## config.mk

```make
export PLATFORM = sky130hd
export DESIGN_NAME = modport_blk
export DESIGN_NICKNAME = d
export VERILOG_FILES = /design/src/rtl/modport_blk.sv
export SDC_FILE = /design/constraint.sdc
export NUM_CORES = 1
export LEC_CHECK = 0
export ABC_AREA = 0
export ABC_CLOCK_PERIOD_IN_PS = 4550
export BUFFER_PORTS_ARGS = -buffer_cell sky130_fd_sc_hd__buf_2
export CORE_UTILIZATION = 54
export DETAILED_ROUTE_END_ITERATION = 8
export MAX_ROUTING_LAYER = met4
export PLACE_DENSITY = 0.81
export SLEW_MARGIN = 20
export SYNTH_ARGS = -nofsm -noshare
export SYNTH_HDL_FRONTEND = slang
export SYNTH_SLANG_ARGS = --single-unit
```

## constraint.sdc

```tcl
create_clock -name clock -period 4.55 [get_ports clock]
set_input_delay 0.2275 -clock clock [delete_from_list [all_inputs] [get_ports clock]]
set_output_delay 0.2275 -clock clock [all_outputs]
set_load 0.02 [all_outputs]
```

## src/rtl/modport_blk.sv

```systemverilog
// modport_blk: single-source packet router feeding three byte FIFOs.
//
// A packet is a header byte (addr = [1:0], LEN = [7:2]), LEN payload bytes
// and one parity byte. Packets for addresses 0..2 are stored in full
// (header, payload, parity) in the matching FIFO. Packets for address 3 are
// consumed and discarded. A parity mismatch raises err for one cycle.
//
// Ports:
//   clock              rising-edge clock
//   reset              synchronous active-high reset
//   pkt_valid, data_in source byte strobe and byte
//   read_en_0/1/2      destination pop requests
//   dout_0/1/2         registered popped bytes
//   vld_out_0/1/2      destination FIFO non-empty
//   busy               source must hold its byte while high
//   err                one-cycle parity-mismatch pulse
//
// Parameter FIFO_DEPTH: entries per destination FIFO.
// Optional feature macro MODPORT_SOFT_RESET_EN: a destination FIFO that
// stays non-empty and unread for 30 cycles is flushed.
module modport_blk #(
  parameter int unsigned FIFO_DEPTH = 16
) (
  input  logic       clock,
  input  logic       reset,
  input  logic       pkt_valid,
  input  logic [7:0] data_in,
  input  logic       read_en_0,
  input  logic       read_en_1,
  input  logic       read_en_2,
  output logic [7:0] dout_0,
  output logic [7:0] dout_1,
  output logic [7:0] dout_2,
  output logic       vld_out_0,
  output logic       vld_out_1,
  output logic       vld_out_2,
  output logic       busy,
  output logic       err
);

  localparam int unsigned AW = (FIFO_DEPTH > 1) ? $clog2(FIFO_DEPTH) : 1;
  localparam int unsigned CW = $clog2(FIFO_DEPTH + 1);

  typedef enum logic [1:0] {IDLE, PAYLOAD, PARITY, DROP} state_t;

  state_t          state_q, state_d;
  logic [1:0]      addr_q, addr_d;
  logic [5:0]      len_q, len_d;
  logic [5:0]      cnt_q, cnt_d;
  logic [7:0]      parity_q, parity_d;
  logic            err_q, err_d;

  logic [AW-1:0]   wr_ptr_q [3];
  logic [AW-1:0]   wr_ptr_d [3];
  logic [AW-1:0]   rd_ptr_q [3];
  logic [AW-1:0]   rd_ptr_d [3];
  logic [CW-1:0]   count_q  [3];
  logic [CW-1:0]   count_d  [3];
  logic [7:0]      dout_q   [3];
  logic [7:0]      dout_d   [3];
  logic [7:0]      mem_q    [3][FIFO_DEPTH];

`ifdef MODPORT_SOFT_RESET_EN
  logic [4:0]      to_cnt_q [3];
  logic [4:0]      to_cnt_d [3];
`endif

  logic [2:0]      read_en;
  logic [2:0]      push;
  logic [2:0]      pop;
  // Bit 3 stands for the drop address and is never full.
  logic [3:0]      full_v;
  logic            accept;

  assign read_en = {read_en_2, read_en_1, read_en_0};

  function automatic logic [AW-1:0] inc_ptr(input logic [AW-1:0] p);
    if (p == AW'(FIFO_DEPTH - 1)) return '0;
    return p + AW'(1);
  endfunction

  always_comb begin
    full_v = '0;
    for (int unsigned i = 0; i < 3; i++) begin
      full_v[i] = (count_q[i] == CW'(FIFO_DEPTH));
    end
  end

  always_comb begin
    busy = 1'b0;
    case (state_q)
      IDLE:            busy = full_v[data_in[1:0]];
      PAYLOAD, PARITY: busy = full_v[addr_q];
      default:         busy = 1'b0;
    endcase
  end

  assign accept = pkt_valid && !busy;

  // Packet framing FSM.
  always_comb begin
    state_d  = state_q;
    addr_d   = addr_q;
    len_d    = len_q;
    cnt_d    = cnt_q;
    parity_d = parity_q;
    err_d    = 1'b0;
    push     = '0;
    if (accept) begin
      case (state_q)
        IDLE: begin
          addr_d = data_in[1:0];
          len_d  = data_in[7:2];
          cnt_d  = '0;
          if (data_in[1:0] == 2'd3) begin
            state_d = DROP;
          end else begin
            push     = 3'b001 << data_in[1:0];
            parity_d = data_in;
            state_d  = PAYLOAD;
          end
        end
        PAYLOAD: begin
          push     = 3'b001 << addr_q;
          parity_d = parity_q ^ data_in;
          if (cnt_q == len_q - 6'd1) state_d = PARITY;
          else                       cnt_d   = cnt_q + 6'd1;
        end
        PARITY: begin
          push    = 3'b001 << addr_q;
          err_d   = (data_in != parity_q);
          state_d = IDLE;
        end
        default: begin
          // Header already consumed; LEN payload bytes plus parity remain.
          if (cnt_q == len_q) state_d = IDLE;
          else                cnt_d   = cnt_q + 6'd1;
        end
      endcase
    end
  end

  // FIFO pointer/count/output-register next state.
  always_comb begin
    for (int unsigned i = 0; i < 3; i++) begin
      pop[i]      = read_en[i] && (count_q[i] != '0);
      wr_ptr_d[i] = push[i] ? inc_ptr(wr_ptr_q[i]) : wr_ptr_q[i];
      rd_ptr_d[i] = pop[i]  ? inc_ptr(rd_ptr_q[i]) : rd_ptr_q[i];
      count_d[i]  = count_q[i] + CW'(push[i]) - CW'(pop[i]);
      dout_d[i]   = pop[i] ? mem_q[i][rd_ptr_q[i]] : dout_q[i];
`ifdef MODPORT_SOFT_RESET_EN
      to_cnt_d[i] = '0;
      if ((count_q[i] != '0) && !read_en[i]) begin
        if (to_cnt_q[i] == 5'd29) begin
          // Flush: discard everything including a same-cycle push.
          rd_ptr_d[i] = wr_ptr_d[i];
          count_d[i]  = '0;
        end else begin
          to_cnt_d[i] = to_cnt_q[i] + 5'd1;
        end
      end
`endif
    end
  end

  always_ff @(posedge clock) begin
    if (reset) begin
      state_q  <= IDLE;
      addr_q   <= '0;
      len_q    <= '0;
      cnt_q    <= '0;
      parity_q <= '0;
      err_q    <= 1'b0;
      for (int unsigned i = 0; i < 3; i++) begin
        wr_ptr_q[i] <= '0;
        rd_ptr_q[i] <= '0;
        count_q[i]  <= '0;
        dout_q[i]   <= '0;
`ifdef MODPORT_SOFT_RESET_EN
        to_cnt_q[i] <= '0;
`endif
      end
    end else begin
      state_q  <= state_d;
      addr_q   <= addr_d;
      len_q    <= len_d;
      cnt_q    <= cnt_d;
      parity_q <= parity_d;
      err_q    <= err_d;
      for (int unsigned i = 0; i < 3; i++) begin
        wr_ptr_q[i] <= wr_ptr_d[i];
        rd_ptr_q[i] <= rd_ptr_d[i];
        count_q[i]  <= count_d[i];
        dout_q[i]   <= dout_d[i];
`ifdef MODPORT_SOFT_RESET_EN
        to_cnt_q[i] <= to_cnt_d[i];
`endif
      end
    end
  end

  // Storage needs no reset; occupancy is tracked by the pointers.
  always_ff @(posedge clock) begin
    for (int unsigned i = 0; i < 3; i++) begin
      if (push[i]) mem_q[i][wr_ptr_q[i]] <= data_in;
    end
  end

  assign dout_0    = dout_q[0];
  assign dout_1    = dout_q[1];
  assign dout_2    = dout_q[2];
  assign vld_out_0 = (count_q[0] != '0);
  assign vld_out_1 = (count_q[1] != '0);
  assign vld_out_2 = (count_q[2] != '0);
  assign err       = err_q;

endmodule

```

# == After elaboration in Yosys (flattened, before gate mapping) ==
# Memory sizes are Yosys's and may differ from the RTL's.
# Index checks and enable logic that the tools add are counted.
# totals
ff_bits,25
mem_bits_rw,447
in_bits,14
output_inout_bits,29
wordCells,178
n_memories,5
# op_classes
addsub,14
order_cmp,11
eq_ne,19
shift,2
n_mux,80
bitwise,21
reduce_logical,20
# memory_table
name,depth,word_bits,read_ports,rd_clocked_by_memory_dff,wr,line,text
mem_q,3,128,3,0,3,61,logic [7:0] mem_q [3][FIFO_DEPTH];
dout_q,3,8,3,0,3,59,logic [7:0] dout_q [3];
count_q,3,5,3,0,3,57,logic [CW-1:0] count_q [3];
rd_ptr_q,3,4,3,0,3,55,logic [AW-1:0] rd_ptr_q [3];
wr_ptr_q,3,4,3,0,3,53,logic [AW-1:0] wr_ptr_q [3];
# ops
operator,count
128-bit 2-to-1 mux,3
8-bit 2-to-1 mux,16
8-bit binary-select mux with 4-bit select,3
8-bit demux with 4-bit select,3
4-bit 2-to-1 mux,24
5-bit >= comparator (second input constant),6
4-bit NOT with 5-bit output,6
4-bit by 1-bit adder with 4-bit output (second input constant),6
4-bit equality test (second input constant),6
6-bit case mux with 3 select lines,1
8-bit case mux with 2 select lines,1
5-bit by 1-bit adder with 5-bit output,3
5-bit equality test (second input constant),3
5-bit by 1-bit less-than comparator with 1-bit output (second input constant),3
5-bit 2-to-1 mux,3
5-bit nonzero test,3
5-bit by 1-bit subtractor with 5-bit output,3
1-bit 2-to-1 mux,14
6-bit equality test,2
6-bit 2-to-1 mux,2
1-bit OR,12
8-bit inequality test,1
8-bit XOR,1
1-bit logical AND,7
24 further kinds,35

# == Logic depth before layout (Yosys ltp) ==
# Gate-level depths: netlist (run 1).
# An unclocked memory read counts as a cell.
# depth
ltp_word,11
mapped_depth,15
depth_no_buf,14

# == Worst setup path before layout (run 1) ==
# Ideal clock, no wire load.
# synth_path
path_kind,register -> register
from,mem count_q[0][13] in the netlist's numbering
to,mem count_q[0][14] in the netlist's numbering
setup_time_ps,70
arrival_time_ps,3132
t_required_ps,4480
path_slack_ps,1347
path_stages_with_launch,15
path_buffers,1
period_less_slack_ps,3203
path_cell_list,dfxtp_1 -> inv_1 -> ha_1 -> or4b_2 -> nand2_1 -> inv_1 -> clkbuf_1 -> ha_1 -> inv_1 -> ha_1 -> fa_1 -> a21oi_1 -> nor2_1 -> or3_1 -> a21oi_1
# synth_rtl
element,line
start: declaration,57

==> metrics.cfg, run 1 <==
[status]
outcome = finished clean

[timing]
setup_viol_count_final = 0
skew_ns = 0.02479
finalHoldViolCount = 0
tns_ns = 0
fmax_mhz = 261.0
slew_headroom_pct = 27.44
worst_pin_slew_ns = 1.088
period_share_pct = 84.21
rsz0062_at_grt = false
fin_crit_ns = 3.832
maxSlewViolCount = 0

[die]
pin_count = 43
start_util_pct = 54.85
die_w_um = 192.1
die_area_um2 = 36900
rows = 69
core-area_um2 = 35570
die_h_um = 192.1

[synthesis]
netlist_area_um2 = 19510
synth_area_leaders = edfxtp_1 59%, mux4_2 14%, dfxtp_1 9.0%
syn_inst = 1168
synth.net_count = 1225
synth_top_flop_cell = edfxtp_1
ys_async_sr_fraction_pct = 0
synthDistinctLibCells = 59
ys_seq_area_share_pct = 68.13
ys_warn_count = 0
synth_edf_count = 384
avgSynthCellArea_um2 = 16.70
synth_seq_cells = 472
yosysTopAreaCell = edfxtp_1
synth_top_cell_area_share_pct = 59.10

[detailed_routing]
via_per_inst = 6.140
wire_per_inst_um = 23.50
ant_nets = 0
drtIter0Drc = 999
via_count = 10524
wirelength_um = 40270
drc = 0
drt_first_pass_iters = 7

[clock_tree]
clk_pin_slew_worst_paths_ns = 0.07
cts_tree = yes
insertion_delay_ns = 0.55
post_cts_buffers = 0
cts.htree.levels = 2
cts_made_buffers = 46
cts-root-buf = clkbuf_16
cts_hold_buf = 0
clkSinkCount = 472
ctsResizeCount = 0
clock_path_buffers = 3

[worst_setup_path]
cp.arrival_ns = 4.30
r2r_cells = 13
crit_fanout = 25
required_ns = 5.02
cp-end-kind = flop
start_kind = flop
crit_type = reg -> reg

[placement]
portBuffers = 42
place.gp.congestion = 0.8139
dp_hpwl_um = 23980

[power]
p_comb_share_pct = 22.1
clockPowerShare_pct = 31.6
internal_power_mw = 8.094
power.density_nw_per_um2 = 521.5
power_leakage_nw = 7.090
pwr-share-seq_pct = 46.3
netSwitchingFraction_pct = 28.22
power_switching_mw = 3.182
vdd_drop_max_mv = 0.3256

[grt]
grt_pass1_vias = 10482
grt_overflow = 0
antenna_found_initial = 2
grt_pass1_wl_um = 61690
grt_max_degree = 98
track_usage_pct = 23.24

[final_layout]
nNetsFinal = 1275
fin_util_pct = 60.79
area_growth_pct = 10.82
drive_above_1_share_pct = 21.49

[run]
cap_violations = 0

[worst_hold_path]
hold_class = in -> reg
whs_path_depth = 3

## routing by layer
metal / GRT usage, % / share of wire (%) / vias to the layer above / routed length [um]
li1: - / - / 4627 / -
met1: 31.70 / 41 / 5319 / 16390
met2: 36.07 / 48 / 483 / 19520
met3: 3.599 / 7.7 / 95 / 3120
met4: 7.813 / 3.1 / 0 / 1243
met5: - / 0 / - / 0
## cells in the mapped netlist, types with 12 or more instances
cell / count
a21oi_1: 60
a31oi_1: 12
buf_2: 17
clkbuf_1: 34
dfxtp_1: 88
edfxtp_1: 384
ha_1: 40
inv_1: 36
mux2i_1: 19
mux4_2: 120
nand2_1: 74
nand2b_1: 12
nand3_1: 16
nand3b_1: 17
nor2_1: 74
nor2b_1: 16
nor3_1: 20
xnor2_1: 15
xor2_1: 18
## worst paths after layout
path / slack, ns / from / to
setup / recovery: 0.72 / state_q[1] / count_q[0][4]
hold reg to reg: 0.45 / dout_q[0][21] / dout_q[0][21]
hold / removal: 0.15 / data_in[1] / addr_q[1]
setup reg to reg: 0.72 / state_q[1] / count_q[0][4]
## cell type report
class	count	area, um2
Fill cell	2498	13950
Sequential cell	472	13300
Multi-Input combinational cell	595	5801
Clock buffer	63	1265
Tap cell	461	576.8
Timing Repair Buffer	67	407.9
Clock inverter	19	137.6
Inverter	36	135.1
Antenna cell	1	2.502
## critical path, cell delays in order, from the launching register on
cell and delay (ns):
dfxtp_1 0.34, inv_1 0.13, ha_1 0.70, nor3b_1 0.43, o21a_1 0.21, a2111oi_4 0.05, buf_4 0.19, and2_1 0.26
ha_1 0.27, fa_1 0.42, a21oi_1 0.18, nor2_1 0.08, or3_1 0.37, a21oi_1 0.14
## per-stage QoR
step	setup WS, ns	instances	hold slack (ns)	power, mW	area, um2
floorplan	1.347	1168	0.3264	7.094	19510
global placement	1.044	1631	0.4412	7.680	20210
detailed placement	0.8738	1631	0.4462	7.775	20210
CTS	0.7508	1713	0.1330	11.34	21610
global route	0.4881	1714	0.1496	11.75	21620
finish	0.7183	1714	0.1487	11.28	21620
## sequential cells by signal (all words and copies together) (netlist names)
register  cells
state_q       2
mem_q       384
cnt_q         6
wr_ptr_q     12
count_q      15
addr_q        2
rd_ptr_q     12
dout_q       24
err           1
len_q         6
parity_q      8
## cells by family (layout without fill, tap and decap cells)
family	count (synthesis)	count (layout)	share of synthesized area, %
flip-flops	472	472	68.13
AND/OR/NAND/NOR	272	272	7.054
multiplexers	140	140	14.88
AO/OA/AOI/OAI	107	107	3.412
buffers and inverters	101	185	2.167
adder cells (fa/ha/maj)	43	43	2.873
XOR/XNOR	33	33	1.481
other	0	1	0
## power by group through the flow
stage | combinational (mW) | clock [mW] | sequential (mW)
2_1_floorplan | 1.89 | 0 | 5.20
3_3_place_gp | 2.38 | 0 | 5.30
3_5_place_dp | 2.46 | 0 | 5.32
4_1_cts | 2.50 | 3.61 | 5.23
5_1_grt | 2.72 | 3.76 | 5.27
6_report | 2.49 | 3.56 | 5.22
## cell usage in the layout, fill, tap and decap left out, types with 6 or more instances in the layout
cell	count
a21oi_1	60
a31oi_1	12
buf_2	38
buf_4	29
clkbuf_1	12
clkbuf_16	46
clkinv_1	7
dfxtp_1	84
edfxtp_1	384
ha_1	40
inv_1	36
mux2i_1	19
mux4_2	120
nand2_1	74
nand2b_1	12
nand3_1	16
nand3b_1	17
nor2_1	74
nor2b_1	16
nor3_1	20
o21ai_0	8
or3_1	6
xnor2_1	15
xor2_1	18
Power figures use the tool's default switching activity.
==> run 2, diff against run 1 <==
- ABC_CLOCK_PERIOD_IN_PS: 4550 -> 3650
- clock period: 4.55 -> 3.65 ns (I/O delays scaled with it)
==> run 2 against run 1 <==
Net effect: setup slack got worse by 0.39 ns; global-route usage increased by 0.28 points; register-to-register slack got worse by 0.39 ns; wire length rose by 0.92%; sequential power is 23% higher; clock power up 35%; via count increased by 1.1%; clock-buffer cell count increased by 5; first-iteration DRC count is 13% higher; combinational power rose by 29%; critical path type unchanged; largest power group unchanged; highest routed layer unchanged.
==> metrics.cfg, run 2 (same netlist as run 1, synthesis figures left out) <==
[status]
outcome = finished clean  ; unchanged

[grt]
grt_pass1_vias = 10697  ; was 10.48k
grt_use_met2_pct = 38.00  ; was 36.07%
grt_pass1_wl_um = 62480  ; was 61690 um
grt_max_degree = 98  ; unchanged
grt_util_met3_pct = 2.905  ; was 3.599%
track_usage_pct = 23.52  ; was 23.24%
grtUsageMet1_pct = 31.64  ; was 31.70%
busiest_layer = met2  ; unchanged
grt_overflow = 0  ; unchanged
antenna_found_initial = 0  ; was 2

[worst_setup_path]
crit_fanout = 8  ; was 25
start_kind = flop  ; unchanged
r2r_cells = 14  ; was 13
cpMostUsedCell = inv_1
crit_type = reg -> reg  ; unchanged
cp-end-kind = flop  ; unchanged
slowest_stage = a2111oi_4  ; was ha_1
path_cells = inv_1, ha_1, and3b_1, or2_4, a2111oi_4, and2_1, ha_1, inv_1, fa_1, inv_1, a21oi_1, nor2_1, or3_1, a21oi_1  ; was inv_1, ha_1, nor3b_1, o21a_1, a2111oi_4, buf_4, and2_1, ha_1, fa_1, a21oi_1, nor2_1, or3_1, a21oi_1
cp.arrival_ns = 3.74  ; was 4.30 ns
max_stage_delay_ns = 0.43  ; was 0.70 ns
required_ns = 4.06  ; was 5.02 ns

[power]
p_total_mw = 14.43  ; was 11.28 mW
power_leakage_nw = 7.413  ; was 7.090 nW
power.density_nw_per_um2 = 652.0  ; was 521.5 nW/um2
vdd_drop_max_mv = 0.4922  ; was 0.3256 mV

[clock_tree]
cts-root-buf = clkbuf_16  ; unchanged
cts.htree.levels = 2  ; unchanged
post_cts_buffers = 0  ; unchanged
cts_made_buffers = 47  ; was 46
cts_tree = yes  ; unchanged
clock_path_buffers = 3  ; unchanged
insertion_delay_ns = 0.57  ; was 0.55 ns
ctsResizeCount = 0  ; unchanged
clkSinkCount = 472  ; unchanged
clk_pin_slew_worst_paths_ns = 0.06  ; was 0.07 ns
cts_hold_buf = 0  ; unchanged

[detailed_routing]
ant_nets = 0  ; unchanged
drtIter0Drc = 1127  ; was 999
wire_per_inst_um = 23.07  ; was 23.50 um
drc = 0  ; unchanged
drt_first_pass_iters = 5  ; was 7
via_count = 10635  ; was 10.52k
wirelength_um = 40640  ; was 40270 um
via_per_inst = 6.036  ; was 6.140

[die]
die_w_um = 192.1  ; unchanged
rows = 69  ; unchanged
start_util_pct = 54.85  ; unchanged
die_h_um = 192.1  ; unchanged
core-area_um2 = 35570  ; unchanged
pin_count = 43  ; unchanged
die_area_um2 = 36900  ; unchanged

[timing]
finalHoldViolCount = 0  ; unchanged
tns_ns = 0  ; unchanged
maxSlewViolCount = 0  ; unchanged
skew_ns = 0.02994  ; was 0.02479 ns
setup_viol_count_final = 0  ; unchanged
worst_pin_slew_ns = 1.087  ; was 1.088 ns
rsz0062_at_grt = false  ; unchanged
fin_crit_ns = 3.326  ; was 3.832 ns
slew_headroom_pct = 27.50  ; was 27.44%
period_share_pct = 91.11  ; was 84.21%
fmax_mhz = 300.7  ; was 261.0 MHz

[final_layout]
final_cell_mix = 384 x edfxtp_1, 120 x mux4_2, 85 x dfxtp_1  ; was 384 x edfxtp_1, 120 x mux4_2, 84 x dfxtp_1
antenna_cells = 0  ; was 1
largest_reg_flops = 384  ; unchanged
drive_above_1_share_pct = 24.29  ; was 21.49%
final_common_cell = edfxtp_1  ; unchanged
nNetsFinal = 1319  ; was 1275
area_growth_pct = 13.45  ; was 10.82%

[placement]
portBuffers = 42  ; unchanged
dp_hpwl_um = 24930  ; was 23980 um
place.gp.congestion = 0.8040  ; was 0.8139

[run]
cap_violations = 0  ; unchanged

[worst_hold_path]
whs_path_depth = 1  ; was 3
hold_class = in -> reg  ; unchanged

run 2: final timing paths:
kind	start	to	slack [ns]
hold / removal	data_in[6]	mem_q[0][278]	0.03
setup reg to reg	state_q[0]	count_q[0][9]	0.32
hold reg to reg	dout_q[0][7]	dout_q[0][7]	0.46
setup / recovery	state_q[0]	count_q[0][9]	0.32
run 2: critical path: cells and delay by family (launching register included):
kind | cells | cell delay [ns]
compound gates | 3 | 0.54
fa+ha+maj | 3 | 0.98
buf+inv | 3 | 0.25
flops | 1 | 0.38
simple gates | 5 | 1.04
run 2: area by class of cell:
cell class	instances	area, um2
Clock inverter	20	241.5
Inverter	36	135.1
Multi-Input combinational cell	595	5801
Timing Repair Buffer	110	768.2
Clock buffer	68	1316
Tap cell	461	576.8
Sequential cell	472	13300
Fill cell	2453	13430
run 2: power breakdown:
group	switching (mW)	internal, mW	leakage [nW]
Combinational	1.71	1.50	2.48
Sequential	0.293	6.13	4.18
Clock	1.98	2.81	0.759
run 2: routing by layer:
metal  part of all wire (%)  routed length [um]
met4                    2.4                 971
met3                    5.9                2415
met2                     50               20480
met1                     41               16770
met5                      0                   0
run 2: through the flow:
| stage | cell area, um2 | hold slack (ns) | util (%) | setup slack (ns) | instances |
|---|---|---|---|---|---|
| 6_report | 22140 | 0.02640 | 62.23 | 0.3245 | 1762 |
| 5_1_grt | 22140 | 0.01885 | 62.23 | 0.1197 | 1762 |
| 4_1_cts | 22110 | 0.009602 | 62.15 | 0.2972 | 1761 |
| 3_5_place_dp | 20550 | 0.4490 | 57.77 | 0.3594 | 1673 |
| 3_3_place_gp | 20550 | 0.4418 | 57.77 | 0.4303 | 1673 |
| 2_1_floorplan | 19510 | 0.2814 | - | 0.4475 | 1168 |
==> run 3, diff against run 2 <==
- MAX_ROUTING_LAYER: met4 -> default
==> run 3 against run 2 <==
Net effect: clock power about the same; setup slack improved by 0.022 ns; wire length about the same; first-iteration DRC count shrank 8.4%; fmax is 0.67% higher; clock-buffer cell count unchanged; sequential share of layout area unchanged; critical path type unchanged; critical endpoint unchanged; largest power group unchanged.
==> metrics.cfg, run 3 (same netlist as run 1, synthesis figures left out) <==
[final_layout]
layout.cells.non_filler = 1762  ; unchanged
nNetsFinal = 1319  ; unchanged
drive_above_1_share_pct = 24.29  ; unchanged
largest_reg_flops = 384  ; unchanged
fin_util_pct = 62.23  ; unchanged
final_common_cell = edfxtp_1  ; unchanged
final_cell_mix = 384 x edfxtp_1, 120 x mux4_2, 85 x dfxtp_1  ; unchanged
area_growth_pct = 13.45  ; unchanged
antenna_cells = 0  ; unchanged

[die]
start_util_pct = 54.85  ; unchanged
pin_count = 43  ; unchanged
die_area_um2 = 36900  ; unchanged
die_w_um = 192.1  ; unchanged
rows = 69  ; unchanged
core-area_um2 = 35570  ; unchanged
die_h_um = 192.1  ; unchanged

[timing]
maxSlewViolCount = 0  ; unchanged
fmax_mhz = 302.7  ; was 300.7 MHz
setup_slack_ns = 0.3467  ; was 0.3245 ns
skew_ns = 0.03134  ; was 0.02994 ns
slew_headroom_pct = 26.09  ; was 27.50%
worst_pin_slew_ns = 1.109  ; was 1.087 ns
setup_viol_count_final = 0  ; unchanged
tns_ns = 0  ; unchanged
rsz0062_at_grt = false  ; unchanged
fin_crit_ns = 3.303  ; was 3.326 ns
finalHoldViolCount = 0  ; unchanged
period_share_pct = 90.50  ; was 91.11%

[worst_setup_path]
cp-end-kind = flop  ; unchanged
cp.arrival_ns = 3.71  ; was 3.74 ns
crit_fanout = 8  ; unchanged
crit_type = reg -> reg  ; unchanged
start_kind = flop  ; unchanged
required_ns = 4.06  ; about the same

[placement]
dp_cells = 1673  ; unchanged
dp_hpwl_um = 24930  ; unchanged
place.gp.congestion = 0.7928  ; was 0.8040
portBuffers = 42  ; unchanged
post-place-ws_ns = 0.3594  ; unchanged

[worst_hold_path]
hold_class = in -> reg  ; unchanged

[grt]
grt_overflow = 0  ; unchanged
track_usage_pct = 22.84  ; was 23.52%
grt_pass1_vias = 10709  ; was 10.70k
grt_max_degree = 98  ; unchanged
antenna_found_initial = 0  ; unchanged
grt_pass1_wl_um = 62520  ; was 62480 um

[clock_tree]
cts-root-buf = clkbuf_16  ; unchanged
clkSinkCount = 472  ; unchanged
cts_hold_buf = 0  ; unchanged
insertion_delay_ns = 0.57  ; about the same
cts_made_buffers = 47  ; unchanged
post_cts_buffers = 0  ; unchanged
ctsResizeCount = 0  ; unchanged
cts.htree.levels = 2  ; unchanged
clock_path_buffers = 3  ; unchanged
cts_tree = yes  ; unchanged
clk_pin_slew_worst_paths_ns = 0.06  ; about the same

[detailed_routing]
drt_first_pass_iters = 5  ; unchanged
drc = 0  ; unchanged
ant_nets = 0  ; unchanged
via_per_inst = 6.094  ; was 6.036
via_count = 10737  ; was 10.64k
drtIter0Drc = 1032  ; was 1127
wirelength_um = 40670  ; was 40640 um
wire_per_inst_um = 23.08  ; was 23.07 um

[power]
vdd_drop_max_mv = 0.4944  ; was 0.4922 mV
p_total_mw = 14.43  ; about the same
power_leakage_nw = 7.413  ; unchanged
power.density_nw_per_um2 = 651.7  ; was 652.0 nW/um2

[run]
cap_violations = 0  ; unchanged

[status]
outcome = finished clean  ; unchanged

run 3: cell counts in the layout (fill, tap and decap cells not counted):
No cell type changed its count.
run 3: final cells by class:
type	instances	area [um2]
clock inverters	20	241.5
fillers	2452	13430
repair buffers	110	768.2
flip-flops and latches	472	13300
multi-input cells	595	5801
well taps	461	576.8
clock buffers	68	1316
inverters	36	135.1
run 3: report_power, final:
part           internal [mW]  switching (mW)  total (mW)
sequential              6.13           0.292        6.42
combinational           1.50            1.71        3.21
clock                   2.81            1.98        4.79
total                   10.4            3.98        14.4
run 3: per-stage QoR:
step                area (um2)  hold slack [ns]
finish                   22140          0.02508
global route             22140          0.02048
CTS                      22110         0.009602
detailed placement       20550           0.4490
global placement         20550           0.4418
floorplan                19510           0.2814
run 3: final timing paths:
kind | slack, ns | end | from | depth (start not counted)
worst min-delay path | 0.03 | mem_q[0][278] | data_in[6] | 1
worst max register to register | 0.35 | count_q[0][9] | state_q[0] | 14
worst max-delay path | 0.35 | count_q[0][9] | state_q[0] | 14
worst min register to register | 0.46 | dout_q[0][7] | dout_q[0][7] | 2
run 3: per-layer routing:
| layer | wire, um | share of wire [%] | GRT usage [%] | up-vias |
|---|---|---|---|---|
| met5 | 0 | 0 | 0 | - |
| met4 | 952 | 2.3 | 6.875 | 0 |
| met3 | 2405 | 5.9 | 2.832 | 69 |
| met2 | 20390 | 50 | 38.02 | 411 |
| met1 | 16920 | 42 | 31.72 | 5543 |
| li1 | - | - | - | 4714 |
run 3: worst max-delay path, stage by stage, from the launching register on:
cell and delay [ns]:
dfxtp_1 0.37, inv_1 0.10, ha_1 0.33, and3b_1 0.19, or2_4 0.28, a2111oi_4 0.43
and2_1 0.34, ha_1 0.22, inv_1 0.06, fa_1 0.41, inv_1 0.09, a21oi_1 0.06
nor2_1 0.11, or3_1 0.12, a21oi_1 0.05
